### config.mk
export PLATFORM = sky130hd
export DESIGN_NAME = alu_exec_stage
export DESIGN_NICKNAME = d
export VERILOG_FILES = /design/src/rtl/alu_exec_stage.sv
export SDC_FILE = /design/constraint.sdc
export NUM_CORES = 1
export LEC_CHECK = 0
export BUFFER_PORTS_ARGS = -buffer_cell sky130_fd_sc_hd__buf_2
export CORE_ASPECT_RATIO = 1.5
export CORE_MARGIN = 2
export CORE_UTILIZATION = 55
export DETAILED_ROUTE_END_ITERATION = 6
export PLACE_DENSITY = 0.75
export SETUP_SLACK_MARGIN = 0.4
export SYNTH_ARGS = -nofsm -noshare
export SYNTH_HDL_FRONTEND = slang
export SYNTH_SLANG_ARGS = --single-unit
### constraint.sdc
create_clock -name clk -period 12 [get_ports clk]
set_clock_uncertainty 0.2 [all_clocks]
set_input_delay 0 -clock clk [delete_from_list [all_inputs] [get_ports clk]]
set_output_delay 0 -clock clk [all_outputs]
set_load 0.02 [all_outputs]
### src/rtl/alu_exec_stage.sv
// Execute-stage ALU: single-cycle AND/OR/ADD/SUB plus an iterative shift-add MUL,
// with valid/ready handshakes on both the operation and the result side.
module alu_exec_stage #(
    parameter int WIDTH = 32,
    parameter int CNT_W = $clog2(WIDTH) + 1
) (
    input  logic             clk,
    input  logic             reset,
    input  logic             in_valid,
    output logic             in_ready,
    input  logic [3:0]       ALUOperation,
    input  logic [WIDTH-1:0] SrcA,
    input  logic [WIDTH-1:0] SrcB,
    output logic             out_valid,
    input  logic             out_ready,
    output logic [WIDTH-1:0] ALUResult,
    output logic             Zero,
    output logic             IllegalOp,
    output logic [1:0]       dbg_state
);

    // Handshake: a transfer happens on a rising edge where valid & ready are both 1;
    // the sender holds valid and its payload until then, and payload is sampled only there.

    localparam logic [3:0] OP_AND = 4'b0000;
    localparam logic [3:0] OP_OR  = 4'b0001;
    localparam logic [3:0] OP_ADD = 4'b0010;
    localparam logic [3:0] OP_MUL = 4'b0011;
    localparam logic [3:0] OP_SUB = 4'b0110;

    typedef enum logic [1:0] {
        ST_IDLE = 2'd0,
        ST_MUL  = 2'd1,
        ST_DONE = 2'd2
    } state_t;

    state_t           state;
    logic [WIDTH-1:0] mcand;
    logic [WIDTH-1:0] mplier;
    logic [WIDTH-1:0] acc;
    logic [CNT_W-1:0] cnt;

    logic [WIDTH-1:0] alu_result;
    logic             alu_illegal;
    logic [WIDTH-1:0] acc_next;
    logic [CNT_W-1:0] cnt_next;

    assign dbg_state = state;

    always_comb begin
        alu_result  = '0;
        alu_illegal = 1'b0;
        case (ALUOperation)
            OP_AND:  alu_result = SrcA & SrcB;
            OP_OR:   alu_result = SrcA | SrcB;
            OP_ADD:  alu_result = SrcA + SrcB;
            OP_SUB:  alu_result = SrcA - SrcB;
            OP_MUL:  alu_result = '0;
            default: alu_illegal = 1'b1;
        endcase
    end

    // One shift-add step; the last of the WIDTH steps writes the result directly,
    // which keeps MUL latency at exactly WIDTH+1 cycles from the accept cycle.
    assign acc_next = acc + (mplier[0] ? mcand : '0);
    assign cnt_next = cnt + 1'b1;

    always_ff @(posedge clk) begin
        if (reset) begin
            state     <= ST_IDLE;
            in_ready  <= 1'b1;
            out_valid <= 1'b0;
            ALUResult <= '0;
            Zero      <= 1'b0;
            IllegalOp <= 1'b0;
            mcand     <= '0;
            mplier    <= '0;
            acc       <= '0;
            cnt       <= '0;
        end else begin
            case (state)
                ST_IDLE: begin
                    if (in_valid) begin
                        in_ready <= 1'b0;
                        if (ALUOperation == OP_MUL) begin
                            mcand  <= SrcA;
                            mplier <= SrcB;
                            acc    <= '0;
                            cnt    <= '0;
                            state  <= ST_MUL;
                        end else begin
                            ALUResult <= alu_result;
                            Zero      <= (alu_result == '0);
                            IllegalOp <= alu_illegal;
                            out_valid <= 1'b1;
                            state     <= ST_DONE;
                        end
                    end
                end
                ST_MUL: begin
                    acc    <= acc_next;
                    mcand  <= mcand << 1;
                    mplier <= mplier >> 1;
                    cnt    <= cnt_next;
                    if (cnt_next == CNT_W'(WIDTH)) begin
                        ALUResult <= acc_next;
                        Zero      <= (acc_next == '0);
                        IllegalOp <= 1'b0;
                        out_valid <= 1'b1;
                        state     <= ST_DONE;
                    end
                end
                ST_DONE: begin
                    if (out_ready) begin
                        out_valid <= 1'b0;
                        in_ready  <= 1'b1;
                        state     <= ST_IDLE;
                    end
                end
                default: begin
                    out_valid <= 1'b0;
                    in_ready  <= 1'b1;
                    state     <= ST_IDLE;
                end
            endcase
        end
    end

endmodule
==> impl_metrics.yaml, run 1 <==
synth:
  synth_simple_gate_area_share_pct: 25.9
  avgSynthCellArea_um2: 7.30
  synth-compound-area-share_pct: 26.7
  syn-instance-count: 1492
  muxShareOfSynthArea_pct: 0.919
  synth_area_um2: 10900
  yosys.cell_count.top_type: "nand2_1"
  synth-edff-count: 0
  synthArstFlopShare_pct: 0
  ys_ff_latch: 140
  synth_warnings: 0
  yosysTopAreaCell: "dfxtp_1"
  syn_nets: 1632
  synthFlopType: "dfxtp_1"
  synth_fa_ha_area_share_pct: 10.6
  ys_seq_area_share_pct: 25.7
  synthXorXnorAreaFrac_pct: 5.87
  synth_commonest_cells: "nand2_1 (260), nor2_1 (175), dfxtp_1 (140), a21oi_1 (125), clkbuf_1 (90)"
  synth_top_family_by_area: "compound AO/OA/AOI/OAI gates"
  synth_top_cell_area_share_pct: 25.7
  ys_types: 78
  netlist_top_cells_area: "dfxtp_1 (26%), nand2_1 (9.0%), ha_1 (7.6%)"
grt:
  overflow: 0
  antenna_found_initial: 2
  grt_max_degree: 90
  grt_pass1_wl_mm: 55.0
  grt_pass1_vias: 10800
  grt_use_total_pct: 32.3
timing:
  hold_violations: 0
  slew_violations: 0
  max_slew_margin_pct: 34.7
  final.setup.tns_ps: 0
  rsz0062_at_grt: "false"
  period_share_pct: 47.5
  final-setup-viol-count: 0
  fmax_mhz: 176
  worst_slew_pin_slew_ps: 973
  period_needed_ps: 5690
run_status:
  outcome: "finished clean"
power:
  ir_drop_uv: 92.7
  powerDensity_nw_per_um2: 104
  p_leak_nw: 5.16
finish:
  drive_gt1_share_pct: 11.4
  finalInstanceArea_um2: 12800
  nFillCells: 1722
  area_delta_synth_final_pct: 17.5
  fin_nets: 1738
detailed_routing:
  dr_total_vias: 11700
  wire_per_inst_um: 18.3
  drtIter0Drc: 938
  drtPass1Iterations: 5
  ant_nets: 0
  wl_mm: 34.2
  via_per_inst: 6.23
  route.detailed.drc: 0
placement:
  port_buffers: 109
  dpl-instance-area_um2: 11500
  gp_congestion: 0.930
  hpwlAfterDp_mm: 23.6
critical_path:
  path_cells: "dlygate4sd3_1 > buf_2 > or4_1 > or4_1 > or4_1 > o41ai_1 > xor2_1 > ha_1 > nand2_1 > o31a_1 > a31oi_1 > nor2_1 > a311oi_1 > o21ai_0 > a32o_1 > or4_1 > nor4_1 > and2_0 > a31o_1"
  arrival_ps: 5880
  crit_fanout: 9
  crit_type: "in -> reg"
  start_kind: "primary input"
  slowest_delay_ps: 600
  required_ps: 12190
  critPathCaptureType: "flop"
  slowest_stage: "or4_1"
  cpMostUsedCell: "or4_1"
floorplanning:
  core_um2: 19600
  die-width_um: 119
  die_area_um2: 21000
  io_pins: 110
  row_count: 63
  start_util_pct: 55.5
  die_h_um: 176
clock_tree:
  cts_resized: 0
  cts_inserted_buffers: 17
  cts_tree: "yes"
  root_buffer: "clkbuf_16"
  clockBufferDepth: 2
  clk_latency_ps: 440
  h-tree-depth: 4
  cts_sinks: 140
  cts.clk_slew.worst_paths_ps: 60
hold_path:
  min_path_type: "in -> reg"
flow_run:
  maxCapViolCount: 0
## critical path, delay by kind of cell
| family | cells | cell delay [ps] |
|---|---|---|
| AOI/OAI and AO/OA | 7 | 1870 |
| buffers and inverters | 2 | 680 |
| adders and majority gates | 1 | 440 |
| and+or+nand+nor | 8 | 2780 |
| xor gates and xnor gates | 1 | 120 |
## per-layer routing
metal  routed length, um  GRT usage, %  share of wire (%)
met1               14300          41.3                 42
met2               16400          54.5                 48
met3                2450          4.62                7.1
met4                1100          13.3                3.2
met5                   0             0                  0
## where the power goes
group	total [W]	switching, W	internal [W]	leakage [nW]
Combinational	0.000300	0.000182	0.000118	3.74
Sequential	0.000487	0.00000923	0.000478	1.13
Clock	0.000546	0.000214	0.000332	0.286
Total	0.00133	0.000406	0.000928	5.16
## placed cells by master, fill, tap and decap left out, types with 8 or more instances in the layout
| master | n |
|---|---|
| a311oi_1 | 67 |
| o31ai_1 | 14 |
| a22oi_1 | 17 |
| xnor2_1 | 34 |
| nor2_1 | 174 |
| buf_2 | 108 |
| a21o_1 | 20 |
| or4_1 | 9 |
| and3_1 | 8 |
| a211oi_1 | 15 |
| o2111ai_1 | 10 |
| inv_1 | 23 |
| nand4_1 | 16 |
| a31oi_1 | 15 |
| a21oi_1 | 125 |
| o21a_1 | 13 |
| mux2i_1 | 10 |
| nand3_1 | 27 |
| o21ai_0 | 61 |
| clkbuf_16 | 17 |
| nor3_1 | 26 |
| maj3_1 | 29 |
| dfxtp_1 | 140 |
| nor4_1 | 9 |
| nand2_1 | 260 |
| and2_1 | 39 |
| buf_4 | 11 |
| ha_1 | 66 |
| dlygate4sd3_1 | 69 |
| xor2_1 | 39 |
## logic make-up (layout without fill, tap and decap cells)
family	Yosys count	in the layout
xor gates and xnor gates	73	73
AOI/OAI and AO/OA	427	427
and+or+nand+nor	621	621
buffers and inverters	124	243
DFF	140	140
other	0	2
muxes	10	10
adders and majority gates	97	97
## stage by stage
stage	power, W	worst slack, ps	instances	hold WS [ps]	util [%]
6_report	0.00133	6310	1873	159	65.2
5_1_grt	0.00138	5900	1873	189	65.2
4_1_cts	0.00133	6410	1871	118	65.2
3_5_place_dp	0.000769	6520	1770	84.4	58.6
3_3_place_gp	0.000767	6600	1770	73.7	58.6
2_1_floorplan	0.000688	6990	1492	-48.1	-
## repair_timing
item                                   in CTS  in global routing
endpoints found under the hold margin     104                  0
setup buffers                               0                  0
hold buffers                               69                  0
## sequential cells by signal (all words and copies together) (netlist names)
| register | flops |
|---|---|
| ALUResult | 32 |
| IllegalOp | 1 |
| Zero | 1 |
| acc | 32 |
| cnt | 6 |
| dbg_state | 2 |
| in_ready | 1 |
| mcand | 32 |
| mplier | 32 |
| out_valid | 1 |
## final timing paths
check                           depth (start not counted)            end       startpoint  slack [ps]
worst max-delay path                                   19           Zero          SrcB[4]        6310
worst min-delay path                                    5      IllegalOp  ALUOperation[3]         160
worst max register to register                         14           Zero        mplier[0]        6920
worst min register to register                          2  ALUResult[28]    ALUResult[28]         240
## area by class of cell
class,instances,area (um2),area share (%)
diodes,2,5.00,0.0391
clock buffers,22,494,3.86
clock inverters,10,113,0.880
inverters,23,86.3,0.674
multi-input cells,1228,7660,59.8
flip-flops and latches,140,2800,21.9
well taps,260,325,2.54
repair buffers,188,1310,10.3
Note: power is estimated with default switching activity, not from simulation.
==> inputs of run 2 (changes only) <==
==> constraint.sdc (replaced) <==
create_clock -name clk -period 5.79 [get_ports clk]
set_clock_uncertainty 0.2 [all_clocks]
set_input_delay 0 -clock clk [delete_from_list [all_inputs] [get_ports clk]]
set_output_delay 0 -clock clk [all_outputs]
set_load 0.02 [all_outputs]
==> run 2 against run 1 <==
  * Utilization grew 0.88 points
  * Via count grew 1.5%
  * First-iteration DRC count is 10% lower
  * Largest power group unchanged
  * Highest routed layer unchanged
==> impl_metrics.yaml, run 2 (synthesis results as in run 1) <==
timing:
  final-setup-viol-count: 0
  period_share_pct: 90.4
  worst_slew_pin_slew_ps: 935
  period_needed_ps: 5230
  fin_hold_ws_ps: 108
  final.setup.tns_ps: 0
  max_slew_margin_pct: 37.3
  slew_violations: 0
  hold_violations: 0
  rsz0062_at_grt: "false"
  fmax_mhz: 191
placement:
  port_buffers: 109
  gp_congestion: 0.975
  hpwlAfterDp_mm: 24.9
floorplanning:
  start_util_pct: 55.5
  die_area_um2: 21000
  io_pins: 110
  die-width_um: 119
  row_count: 63
  core_um2: 19600
  die_h_um: 176
grt:
  grt_pass1_wl_mm: 57.3
  grt_use_total_pct: 33.6
  antenna_found_initial: 1
  overflow: 0
  grt_max_degree: 90
  grt_pass1_vias: 11300
critical_path:
  r2r-start: "mplier[0]"
  crit_type: "in -> reg"
  start_kind: "primary input"
  critPathCaptureType: "flop"
  crit_fanout: 5
  arrival_ps: 5430
  required_ps: 5980
  cp-startpoint: "SrcB[14]"
clock_tree:
  clk_latency_ps: 450
  cts_tree: "yes"
  h-tree-depth: 4
  cts_inserted_buffers: 17
  cts_sinks: 140
  cts.clk_slew.worst_paths_ps: 60
  clockBufferDepth: 2
  root_buffer: "clkbuf_16"
hold_path:
  min_path_type: "in -> reg"
  min_from: "ALUOperation[3]"
power:
  combPwrFrac_pct: 21.6
  p_total_w: 0.00294
  power.internal_w: 0.00208
  p_sw_w: 0.000860
  powerDensity_nw_per_um2: 227
  p_leak_nw: 5.24
  seq_power_share_pct: 34.3
  ir_drop_uv: 208
  p_sw_share_pct: 29.2
  power_frac_clock_pct: 44.0
detailed_routing:
  via_per_inst: 6.31
  drtPass1Iterations: 6
  wire_per_inst_um: 18.9
  dr_total_vias: 11800
  ant_nets: 0
  drtIter0Drc: 841
  route.detailed.drc: 0
  wl_mm: 35.6
finish:
  final_common_cell: "nand2_1"
  n_antenna_cell: 0
  area_delta_synth_final_pct: 19.1
  final_cell_mix: "nand2_1 (259), nor2_1 (173), dfxtp_1 (140), a21oi_1 (125), buf_2 (108)"
  fin_nets: 1745
  drive_gt1_share_pct: 12.2
run_status:
  outcome: "finished clean"
flow_run:
  maxCapViolCount: 0
## run 2: per-layer routing
| metal | vias up | share of wire [%] | track usage (%) |
|---|---|---|---|
| met5 | - | 0 | 0 |
| met4 | 0 | 4.6 | 16.3 |
| met3 | 134 | 6.6 | 5.17 |
| met2 | 529 | 48 | 56.6 |
| met1 | 5539 | 41 | 41.9 |
| li1 | 5645 | - | - |
## run 2: final timing paths
kind                       end  cells past startpoint  slack, ps
hold reg to reg   ALUResult[7]                      2        250
hold / removal       IllegalOp                      5        110
setup / recovery          Zero                     21        560
setup reg to reg          Zero                     14        810
## run 2: timing repair
item | in CTS | in global routing
hold endpoints to repair | 95 | 0
resized for setup | 0 | 12
endpoints found under the setup margin | 0 | 2
setup buffers | 0 | 1
hold buffers | 68 | 0
## run 2: final cells by class
cell class                 instances  area [um2]
timing repair buffer             195        1360
sequential                       140        2800
fill                            1688        6650
tap                              260         325
clock buffer                      22         474
clock inverter                    10         210
inverter                          23        86.3
multi-input combinational       1228        7710
## run 2: power by group through the flow
stage | combinational [W] | sequential, W | clock, W
after global placement | 0.000571 | 0.00103 | 0
final | 0.000637 | 0.00101 | 0.00130
after floorplan | 0.000386 | 0.00104 | 0
after detailed placement | 0.000574 | 0.00103 | 0
after global routing | 0.000690 | 0.00101 | 0.00134
after CTS | 0.000612 | 0.00101 | 0.00130
## run 2: critical path, cell delays in order
cell	delay [ps]
dlygate4sd3_1	540
buf_2	150
or4_4	550
or4_4	450
or3_4	370
nor3_4	150
nor3b_4	290
nor2_1	90
xnor2_1	180
ha_2	320
nand3_1	120
nor2_1	60
a211o_1	340
nor2_2	110
a311oi_2	130
a211o_1	330
a32o_1	270
or4_1	540
nor4_2	130
and2_1	150
a31o_1	140
## run 2: stage by stage
stage	area, um2	worst slack, ps	util [%]	instances
after detailed placement	11600	378	58.9	1777
after CTS	12900	535	65.8	1877
after floorplan	10900	785	-	1492
after global placement	11600	429	58.9	1777
final	13000	556	66.1	1878
after global routing	13000	378	66.1	1878
